<file path="src/rtl/fb_spi_loader_if.sv">
// SPI pins plus BRAM write port and status of the framebuffer loader.
// The master modport is the loader's view; slave is the host/BRAM/scan-out side.
interface fb_spi_loader_if #(
  parameter int ADDR_W = 8
);
  logic              spi_sck;
  logic              spi_cs_n;
  logic              spi_mosi;
  logic              bram_wr_en;
  logic [ADDR_W-1:0] bram_wr_addr;
  logic [31:0]       bram_wr_data;
  logic              busy;
  logic              frame_done;
  logic              cmd_err;

  modport master (
    input  spi_sck, spi_cs_n, spi_mosi,
    output bram_wr_en, bram_wr_addr, bram_wr_data, busy, frame_done, cmd_err
  );

  modport slave (
    output spi_sck, spi_cs_n, spi_mosi,
    input  bram_wr_en, bram_wr_addr, bram_wr_data, busy, frame_done, cmd_err
  );
endinterface

</file>
<file path="src/rtl/fb_spi_loader.sv">
// SPI mode-0 slave that receives a write command, a start word address and
// pixel bytes, packs them little-endian into 32-bit words and strobes them
// into the framebuffer BRAM write port.
module fb_spi_loader #(
  parameter int         ADDR_W    = 8,
  parameter logic [7:0] CMD_WRITE = 8'h02
) (
  input  logic           clk,
  input  logic           rst_n,
  fb_spi_loader_if.master bus
);

  typedef enum logic [2:0] {
    S_IDLE,
    S_CMD,
    S_ADDR,
    S_DATA,
    S_IGNORE
  } state_t;

  // Pin order in the synchroniser vector: {sck, cs_n, mosi}. CS resets to
  // its deasserted level so reset release never looks like a CS edge.
  localparam logic [2:0] SYNC_RST = 3'b010;

  logic [2:0] w_pins;
  logic [2:0] w_sync;

  assign w_pins = {bus.spi_sck, bus.spi_cs_n, bus.spi_mosi};

  generate
    for (genvar gi = 0; gi < 3; gi++) begin : g_sync
      logic r_s1;
      logic r_s2;
      // Two-flop synchroniser bringing one SPI pin into the clk domain
      always_ff @(posedge clk or negedge rst_n) begin
        if (!rst_n) begin
          r_s1 <= SYNC_RST[gi];
          r_s2 <= SYNC_RST[gi];
        end else begin
          r_s1 <= w_pins[gi];
          r_s2 <= r_s1;
        end
      end
      assign w_sync[gi] = r_s2;
    end
  endgenerate

  logic w_sck, w_cs_n, w_mosi;
  assign w_sck  = w_sync[2];
  assign w_cs_n = w_sync[1];
  assign w_mosi = w_sync[0];

  state_t            r_state, w_state_next;
  logic              r_sck_d, r_cs_d;
  logic [2:0]        r_bit_cnt, w_bit_next;
  logic [7:0]        r_shift, w_shift_next;
  logic [ADDR_W-1:0] r_addr, w_addr_next;
  logic [1:0]        r_lane, w_lane_next;
  logic [23:0]       r_word, w_word_next;
  logic              r_committed, w_committed_next;
  logic              r_wr_en, w_wr_en_next;
  logic [ADDR_W-1:0] r_wr_addr, w_wr_addr_next;
  logic [31:0]       r_wr_data, w_wr_data_next;
  logic              r_frame_done, w_frame_done_next;
  logic              r_cmd_err, w_cmd_err_next;

  logic       w_sck_rise, w_cs_fall, w_cs_rise;
  logic       w_shift_en, w_byte_done;
  logic [7:0] w_byte;

  assign w_sck_rise  = w_sck & ~r_sck_d;
  assign w_cs_fall   = ~w_cs_n & r_cs_d;
  assign w_cs_rise   = w_cs_n & ~r_cs_d;
  // SCK is only meaningful while receiving; IDLE and IGNORE discard it.
  assign w_shift_en  = w_sck_rise & ~w_cs_n &
                       ((r_state == S_CMD) || (r_state == S_ADDR) || (r_state == S_DATA));
  assign w_byte_done = w_shift_en && (r_bit_cnt == 3'd7);
  assign w_byte      = {r_shift[6:0], w_mosi};

  // Next-state, datapath and one-cycle pulse decode; cs_rise overrides a coincident byte
  always_comb begin
    w_state_next      = r_state;
    w_bit_next        = r_bit_cnt;
    w_shift_next      = r_shift;
    w_addr_next       = r_addr;
    w_lane_next       = r_lane;
    w_word_next       = r_word;
    w_committed_next  = r_committed;
    w_wr_en_next      = 1'b0;
    w_wr_addr_next    = r_wr_addr;
    w_wr_data_next    = r_wr_data;
    w_frame_done_next = 1'b0;
    w_cmd_err_next    = 1'b0;

    if (w_cs_rise) begin
      // Any partial word is dropped simply by resetting the lane.
      w_frame_done_next = (r_state == S_DATA) && r_committed;
      w_state_next      = S_IDLE;
      w_lane_next       = 2'd0;
      w_bit_next        = 3'd0;
      w_committed_next  = 1'b0;
    end else begin
      if (w_shift_en) begin
        w_shift_next = w_byte;
        w_bit_next   = r_bit_cnt + 3'd1;
      end
      case (r_state)
        S_IDLE: begin
          if (w_cs_fall) begin
            w_state_next     = S_CMD;
            w_bit_next       = 3'd0;
            w_lane_next      = 2'd0;
            w_committed_next = 1'b0;
          end
        end
        S_CMD: begin
          if (w_byte_done) begin
            if (w_byte == CMD_WRITE) begin
              w_state_next = S_ADDR;
            end else begin
              w_state_next   = S_IGNORE;
              w_cmd_err_next = 1'b1;
            end
          end
        end
        S_ADDR: begin
          if (w_byte_done) begin
            w_addr_next  = w_byte[ADDR_W-1:0];
            w_state_next = S_DATA;
          end
        end
        S_DATA: begin
          if (w_byte_done) begin
            case (r_lane)
              2'd0: w_word_next[7:0]   = w_byte;
              2'd1: w_word_next[15:8]  = w_byte;
              2'd2: w_word_next[23:16] = w_byte;
              default: begin
                w_wr_en_next     = 1'b1;
                w_wr_addr_next   = r_addr;
                w_wr_data_next   = {w_byte, r_word};
                w_addr_next      = r_addr + 1'b1;
                w_committed_next = 1'b1;
              end
            endcase
            w_lane_next = r_lane + 2'd1;
          end
        end
        default: begin
          // IGNORE: wait for CS to rise.
        end
      endcase
    end
  end

  // State and datapath registers; reset aborts any burst without a write
  always_ff @(posedge clk or negedge rst_n) begin
    if (!rst_n) begin
      r_state      <= S_IDLE;
      r_sck_d      <= 1'b0;
      r_cs_d       <= 1'b1;
      r_bit_cnt    <= 3'd0;
      r_shift      <= 8'd0;
      r_addr       <= '0;
      r_lane       <= 2'd0;
      r_word       <= 24'd0;
      r_committed  <= 1'b0;
      r_wr_en      <= 1'b0;
      r_wr_addr    <= '0;
      r_wr_data    <= 32'd0;
      r_frame_done <= 1'b0;
      r_cmd_err    <= 1'b0;
    end else begin
      r_state      <= w_state_next;
      r_sck_d      <= w_sck;
      r_cs_d       <= w_cs_n;
      r_bit_cnt    <= w_bit_next;
      r_shift      <= w_shift_next;
      r_addr       <= w_addr_next;
      r_lane       <= w_lane_next;
      r_word       <= w_word_next;
      r_committed  <= w_committed_next;
      r_wr_en      <= w_wr_en_next;
      r_wr_addr    <= w_wr_addr_next;
      r_wr_data    <= w_wr_data_next;
      r_frame_done <= w_frame_done_next;
      r_cmd_err    <= w_cmd_err_next;
    end
  end

  assign bus.bram_wr_en   = r_wr_en;
  assign bus.bram_wr_addr = r_wr_addr;
  assign bus.bram_wr_data = r_wr_data;
  assign bus.busy         = (r_state != S_IDLE);
  assign bus.frame_done   = r_frame_done;
  assign bus.cmd_err      = r_cmd_err;

endmodule
</file>
<file path="src/flat_wrapper.sv">
// flat-port wrapper written by rule: the top's interface ports become plain ports
module fb_spi_loader_flat 
#(
  parameter int         ADDR_W    = 8,
  parameter logic [7:0] CMD_WRITE = 8'h02
)
  (clk, rst_n, bus_spi_sck, bus_spi_cs_n, bus_spi_mosi, bus_bram_wr_en, bus_bram_wr_addr, bus_bram_wr_data, bus_busy, bus_frame_done, bus_cmd_err);
  fb_spi_loader_if #(.ADDR_W(ADDR_W)) bus_i ();
  input  logic clk;
  input  logic rst_n;
  input wire logic [$bits(bus_i.spi_sck)-1:0] bus_spi_sck;
  input wire logic [$bits(bus_i.spi_cs_n)-1:0] bus_spi_cs_n;
  input wire logic [$bits(bus_i.spi_mosi)-1:0] bus_spi_mosi;
  output wire logic [$bits(bus_i.bram_wr_en)-1:0] bus_bram_wr_en;
  output wire logic [$bits(bus_i.bram_wr_addr)-1:0] bus_bram_wr_addr;
  output wire logic [$bits(bus_i.bram_wr_data)-1:0] bus_bram_wr_data;
  output wire logic [$bits(bus_i.busy)-1:0] bus_busy;
  output wire logic [$bits(bus_i.frame_done)-1:0] bus_frame_done;
  output wire logic [$bits(bus_i.cmd_err)-1:0] bus_cmd_err;
  assign bus_i.spi_sck = bus_spi_sck;
  assign bus_i.spi_cs_n = bus_spi_cs_n;
  assign bus_i.spi_mosi = bus_spi_mosi;
  assign bus_bram_wr_en = bus_i.bram_wr_en;
  assign bus_bram_wr_addr = bus_i.bram_wr_addr;
  assign bus_bram_wr_data = bus_i.bram_wr_data;
  assign bus_busy = bus_i.busy;
  assign bus_frame_done = bus_i.frame_done;
  assign bus_cmd_err = bus_i.cmd_err;
  fb_spi_loader #(.ADDR_W(ADDR_W), .CMD_WRITE(CMD_WRITE)) u_core (.clk(clk), .rst_n(rst_n), .bus(bus_i));
endmodule
</file>
<file path="config.mk">
export PLATFORM = sky130hd
export DESIGN_NAME = fb_spi_loader_flat
export DESIGN_NICKNAME = d
export VERILOG_FILES = /design/src/rtl/fb_spi_loader_if.sv /design/src/rtl/fb_spi_loader.sv /design/src/flat_wrapper.sv
export SDC_FILE = /design/constraint.sdc
export NUM_CORES = 1
export LEC_CHECK = 0
export ABC_CLOCK_PERIOD_IN_PS = 2900
export CORE_MARGIN = 3
export CORE_UTILIZATION = 43
export DETAILED_ROUTE_END_ITERATION = 8
export PLACE_DENSITY = 0.71
export SKIP_CTS_REPAIR_TIMING = 1
export SYNTH_ARGS = -nofsm -noshare
export SYNTH_HDL_FRONTEND = slang
export SYNTH_SLANG_ARGS = --single-unit
</file>
<file path="constraint.sdc">
create_clock -name clk -period 2.9 [get_ports clk]
set_clock_uncertainty 0.1 [all_clocks]
set_input_delay 0.58 -clock clk [delete_from_list [all_inputs] [get_ports clk]]
set_output_delay 0.58 -clock clk [all_outputs]
set_load 0.005 [all_outputs]
</file>
==> qor.csv <==
stage,metric,value,unit
floorplan,rows,35,
logic_synthesis,synth_top_family_by_area,multiplexers,
floorplan,die_w,105,um
global_routing,grt.total_usage,14.5,%
logic_synthesis,syn_area,0.00424,mm2
logic_synthesis,yosys-top-cells-area,"dfrtp_1 (57%), mux2_4 (13%), mux2_2 (9.0%), ha_1 (2.7%), dfstp_2 (1.9%)",
setup_path,path_delay_family,simple AND/OR/NAND/NOR gates,
clocking,cts_buffers,9,
clocking,clk_latency,0.36,ns
finish,fillers,791,
place,place_congestion,0.800,
sta,setup_tns,0,ns
place,io_buffers,48,
place,place_hpwl,5040,um
setup_path,cp_cell_sequence,"or3_2, clkdlybuf4s50_1",
setup_path,startpoint_type,flop,
logic_synthesis,synth_compound_area_share,5.72,%
pwr,leakage,2.36,nW
pwr,p_comb_share,5.4,%
finish,layout-drive-gt1-share,30.4,%
logic_synthesis,syn-num-nets,301,
pwr,p_int,0.00197,W
sta,fmax,0.391,GHz
logic_synthesis,synth_cell_types,45,
logic_synthesis,synth_fa_ha_area_share,2.65,%
finish,flow.area_growth_from_synthesis,19.2,%
detailed_routing,dr.pass1.iters,4,
pwr,p_switching,0.000646,W
floorplan,die_y,105,um
global_routing,grt_pass1_wl,12800,um
detailed_routing,wire_per_inst,16.1,um
finish,num_antenna_cells,0,
setup_path,critPathMaxFanout,11,
global_routing,first_global_vias,2412,
global_routing,antenna_found_initial,0,
sta,fin_crit_sh,88.2,%
floorplan,num_io_pins,49,
sta,maxSlewViolCount,0,
logic_synthesis,synth_simple_gate_area_share,6.69,%
sta,hold-worst-slack,0.134,ns
floorplan,core,0.00942,mm2
clocking,clock_path_buffers,2,
setup_path,cp.required,2.22,ns
floorplan,die_area,0.0111,mm2
floorplan,start_util,45.1,%
global_routing,gr-total-overflow,0,
worst_hold_path,hp-class,input port to async pin,
job,maxCapViolCount,0,
detailed_routing,num_vias,2407,
clocking,path_clk_slew,0.10,ns
setup_path,cp_slowest_stage_delay,0.54,ns
pwr,vdd_drop_max,0.276,mV
sta,fin_ws,0.341,ns
detailed_routing,vias_per_cell,5.11,
pwr,p_sw_share,24.7,%
pwr,pwr_density_cell,517,mW/mm2
setup_path,arrival,1.88,ns
logic_synthesis,ys_seq_area_share,58.5,%
clocking,cts_root_buf,clkbuf_8,
sta,period_needed,2.56,ns
clocking,cts_tree,built,
place,dp_cells,455,
detailed_routing,drtIter0Drc,144,
setup_path,cp_slowest_cell,or3_2,
logic_synthesis,ys_warn_count,0,
logic_synthesis,synth_top_cell_by_area,dfrtp_1,
clocking,cts.sink_count,99,
place,dp_worst_setup_slack,0.424,ns
sta,maxSlewHeadroom,57.5,%
setup_path,cp.buffers_inverters,1,
finish,final_cells,471,
pwr,p_seq_share,57.2,%
logic_synthesis,muxShareOfSynthArea,23.2,%
sta,grt_setup_unrepaired,no,
status,status,completed,
logic_synthesis,synth_top_cell_area_share,56.6,%
clocking,cts_max_level,3,
logic_synthesis,syn_inst,287,
pwr,clkPwrFrac,37.4,%
sta,worstMarginPinSlew,0.634,ns
sta,hold_violations,0,
logic_synthesis,synthXorXnorAreaFrac,0.206,%
global_routing,grt_max_degree,52,
detailed_routing,antenna_left,0,
finish,final_nets,351,
setup_path,worstSetupPathType,flop to output port,
detailed_routing,routed_wl,7590,um
logic_synthesis,synth-seq-cells,99,
setup_path,cp-end-kind,output port,
detailed_routing,drc,0,
sta,setup_violations,0,
logic_synthesis,avgSynthCellArea,14.8,um2
## cells in the mapped netlist, drive strengths merged
cell type  instances
a2111oi            2
a211o              1
a21boi             1
a21oi              8
a22o               2
a22oi              1
a2bb2oi            1
a31o               1
a31oi              2
a41oi              1
and2               2
and3               3
and3b              1
buf                9
clkbuf             4
dfrtp             96
dfstp              3
ha                 9
inv                7
mux2              72
mux2i              3
nand2             15
nand2b             1
nand3              5
nand3b             1
nand4b             1
nor2              11
nor3               3
nor4               2
nor4b              2
o21ai              6
o21bai             2
o22ai              4
o31ai              1
o32ai              1
or3                1
or4b               1
xnor2              1
## routing by layer
layer | vias to the layer above | part of all wire, % | track usage [%] | wire length, um
met4 | 0 | 1.1 | 5.34 | 82
met3 | 7 | 3.8 | 2.88 | 287
li1 | 1119 | - | - | -
met2 | 38 | 47 | 22.1 | 3580
met5 | - | 0 | 0 | 0
met1 | 1243 | 48 | 20.5 | 3640
## path summary, 6_finish.rpt
| path | from | slack [ns] | endpoint | depth (start not counted) |
|---|---|---|---|---|
| min in group clk | u_core.g_sync[2].r_s1$_DFF_PN0_ | 0.26 | u_core.g_sync[2].r_s2$_DFF_PN0_ | 0 |
| max in group asynchronous | rst_n | 1.84 | u_core.r_cs_d$_DFF_PN1_ | 2 |
| worst max register to register | u_core.r_cs_d$_DFF_PN1_ | 0.44 | u_core.r_word[9]$_DFFE_PN0P_ | 6 |
| worst min register to register | u_core.g_sync[2].r_s1$_DFF_PN0_ | 0.26 | u_core.g_sync[2].r_s2$_DFF_PN0_ | 0 |
| worst min-delay path | rst_n | 0.13 | u_core.bus.bram_wr_data[21]$_DFFE_PN0P_ | 1 |
| worst max-delay path | u_core.r_state[0]$_DFFE_PN0P_ | 0.34 | bus_busy | 2 |
## layout by cell type, fill, tap and decap left out, types with 7 or more instances in the layout
| cell | instances |
|---|---|
| nand2_1 | 15 |
| clkdlybuf4s50_1 | 47 |
| inv_1 | 7 |
| mux2_2 | 34 |
| nor2_1 | 11 |
| a21oi_1 | 8 |
| ha_1 | 9 |
| clkbuf_8 | 9 |
| mux2_4 | 38 |
| dfrtp_1 | 96 |
## logic make-up (layout without fill, tap and decap cells)
kind of cell	after synthesis	in the layout
DFF	99	99
muxes	75	75
and+or+nand+nor	49	49
AOI/OAI and AO/OA	34	34
buffers and inverters	20	75
adders and majority gates	9	9
xor gates and xnor gates	1	1
## state kept, by name (all words and copies together), names as in the netlist, 7 cells and up
register                 cells
u_core.bus.bram_wr_addr      8
u_core.r_addr                8
u_core.r_word               24
u_core.r_shift               7
u_core.bus.bram_wr_data     32
## power by group through the flow
stage / Clock (W) / Sequential, W / Combinational, W
4_1_cts: 0.00100 / 0.00150 / 0.000146
3_5_place_dp: 0 / 0.00153 / 0.000145
3_3_place_gp: 0 / 0.00153 / 0.000141
5_1_grt: 0.00107 / 0.00151 / 0.000161
2_1_floorplan: 0 / 0.00148 / 0.0000969
6_report: 0.000978 / 0.00150 / 0.000142
## worst reg2reg max path: stages, from the launching register on
cell and delay (ns):
dfstp_2 0.54, inv_1 0.04, ha_1 0.30, nand2b_1 0.32, nor3_4 0.29, and2_1 0.38
mux2_2 0.38
## per-stage QoR
| stage | util [%] | total power [W] | cell area [um2] |
|---|---|---|---|
| 6_report | 53.7 | 0.00262 | 5060 |
| 5_1_grt | 53.7 | 0.00273 | 5060 |
| 4_1_cts | 53.7 | 0.00264 | 5060 |
| 3_5_place_dp | 51.3 | 0.00167 | 4830 |
| 3_3_place_gp | 51.3 | 0.00167 | 4830 |
| 2_1_floorplan | - | 0.00157 | 4240 |
## area by class of cell
| class | count | area, um2 | share of cell area (%) |
|---|---|---|---|
| tap | 129 | 161 | 3.19 |
| clock buffer | 9 | 124 | 2.45 |
| timing repair buffer | 52 | 533 | 10.5 |
| multi-input combinational | 168 | 1630 | 32.3 |
| sequential | 99 | 2480 | 49.1 |
| clock inverter | 7 | 98.8 | 1.95 |
| inverter | 7 | 26.3 | 0.520 |
Note: power is estimated with default switching activity, not from simulation.
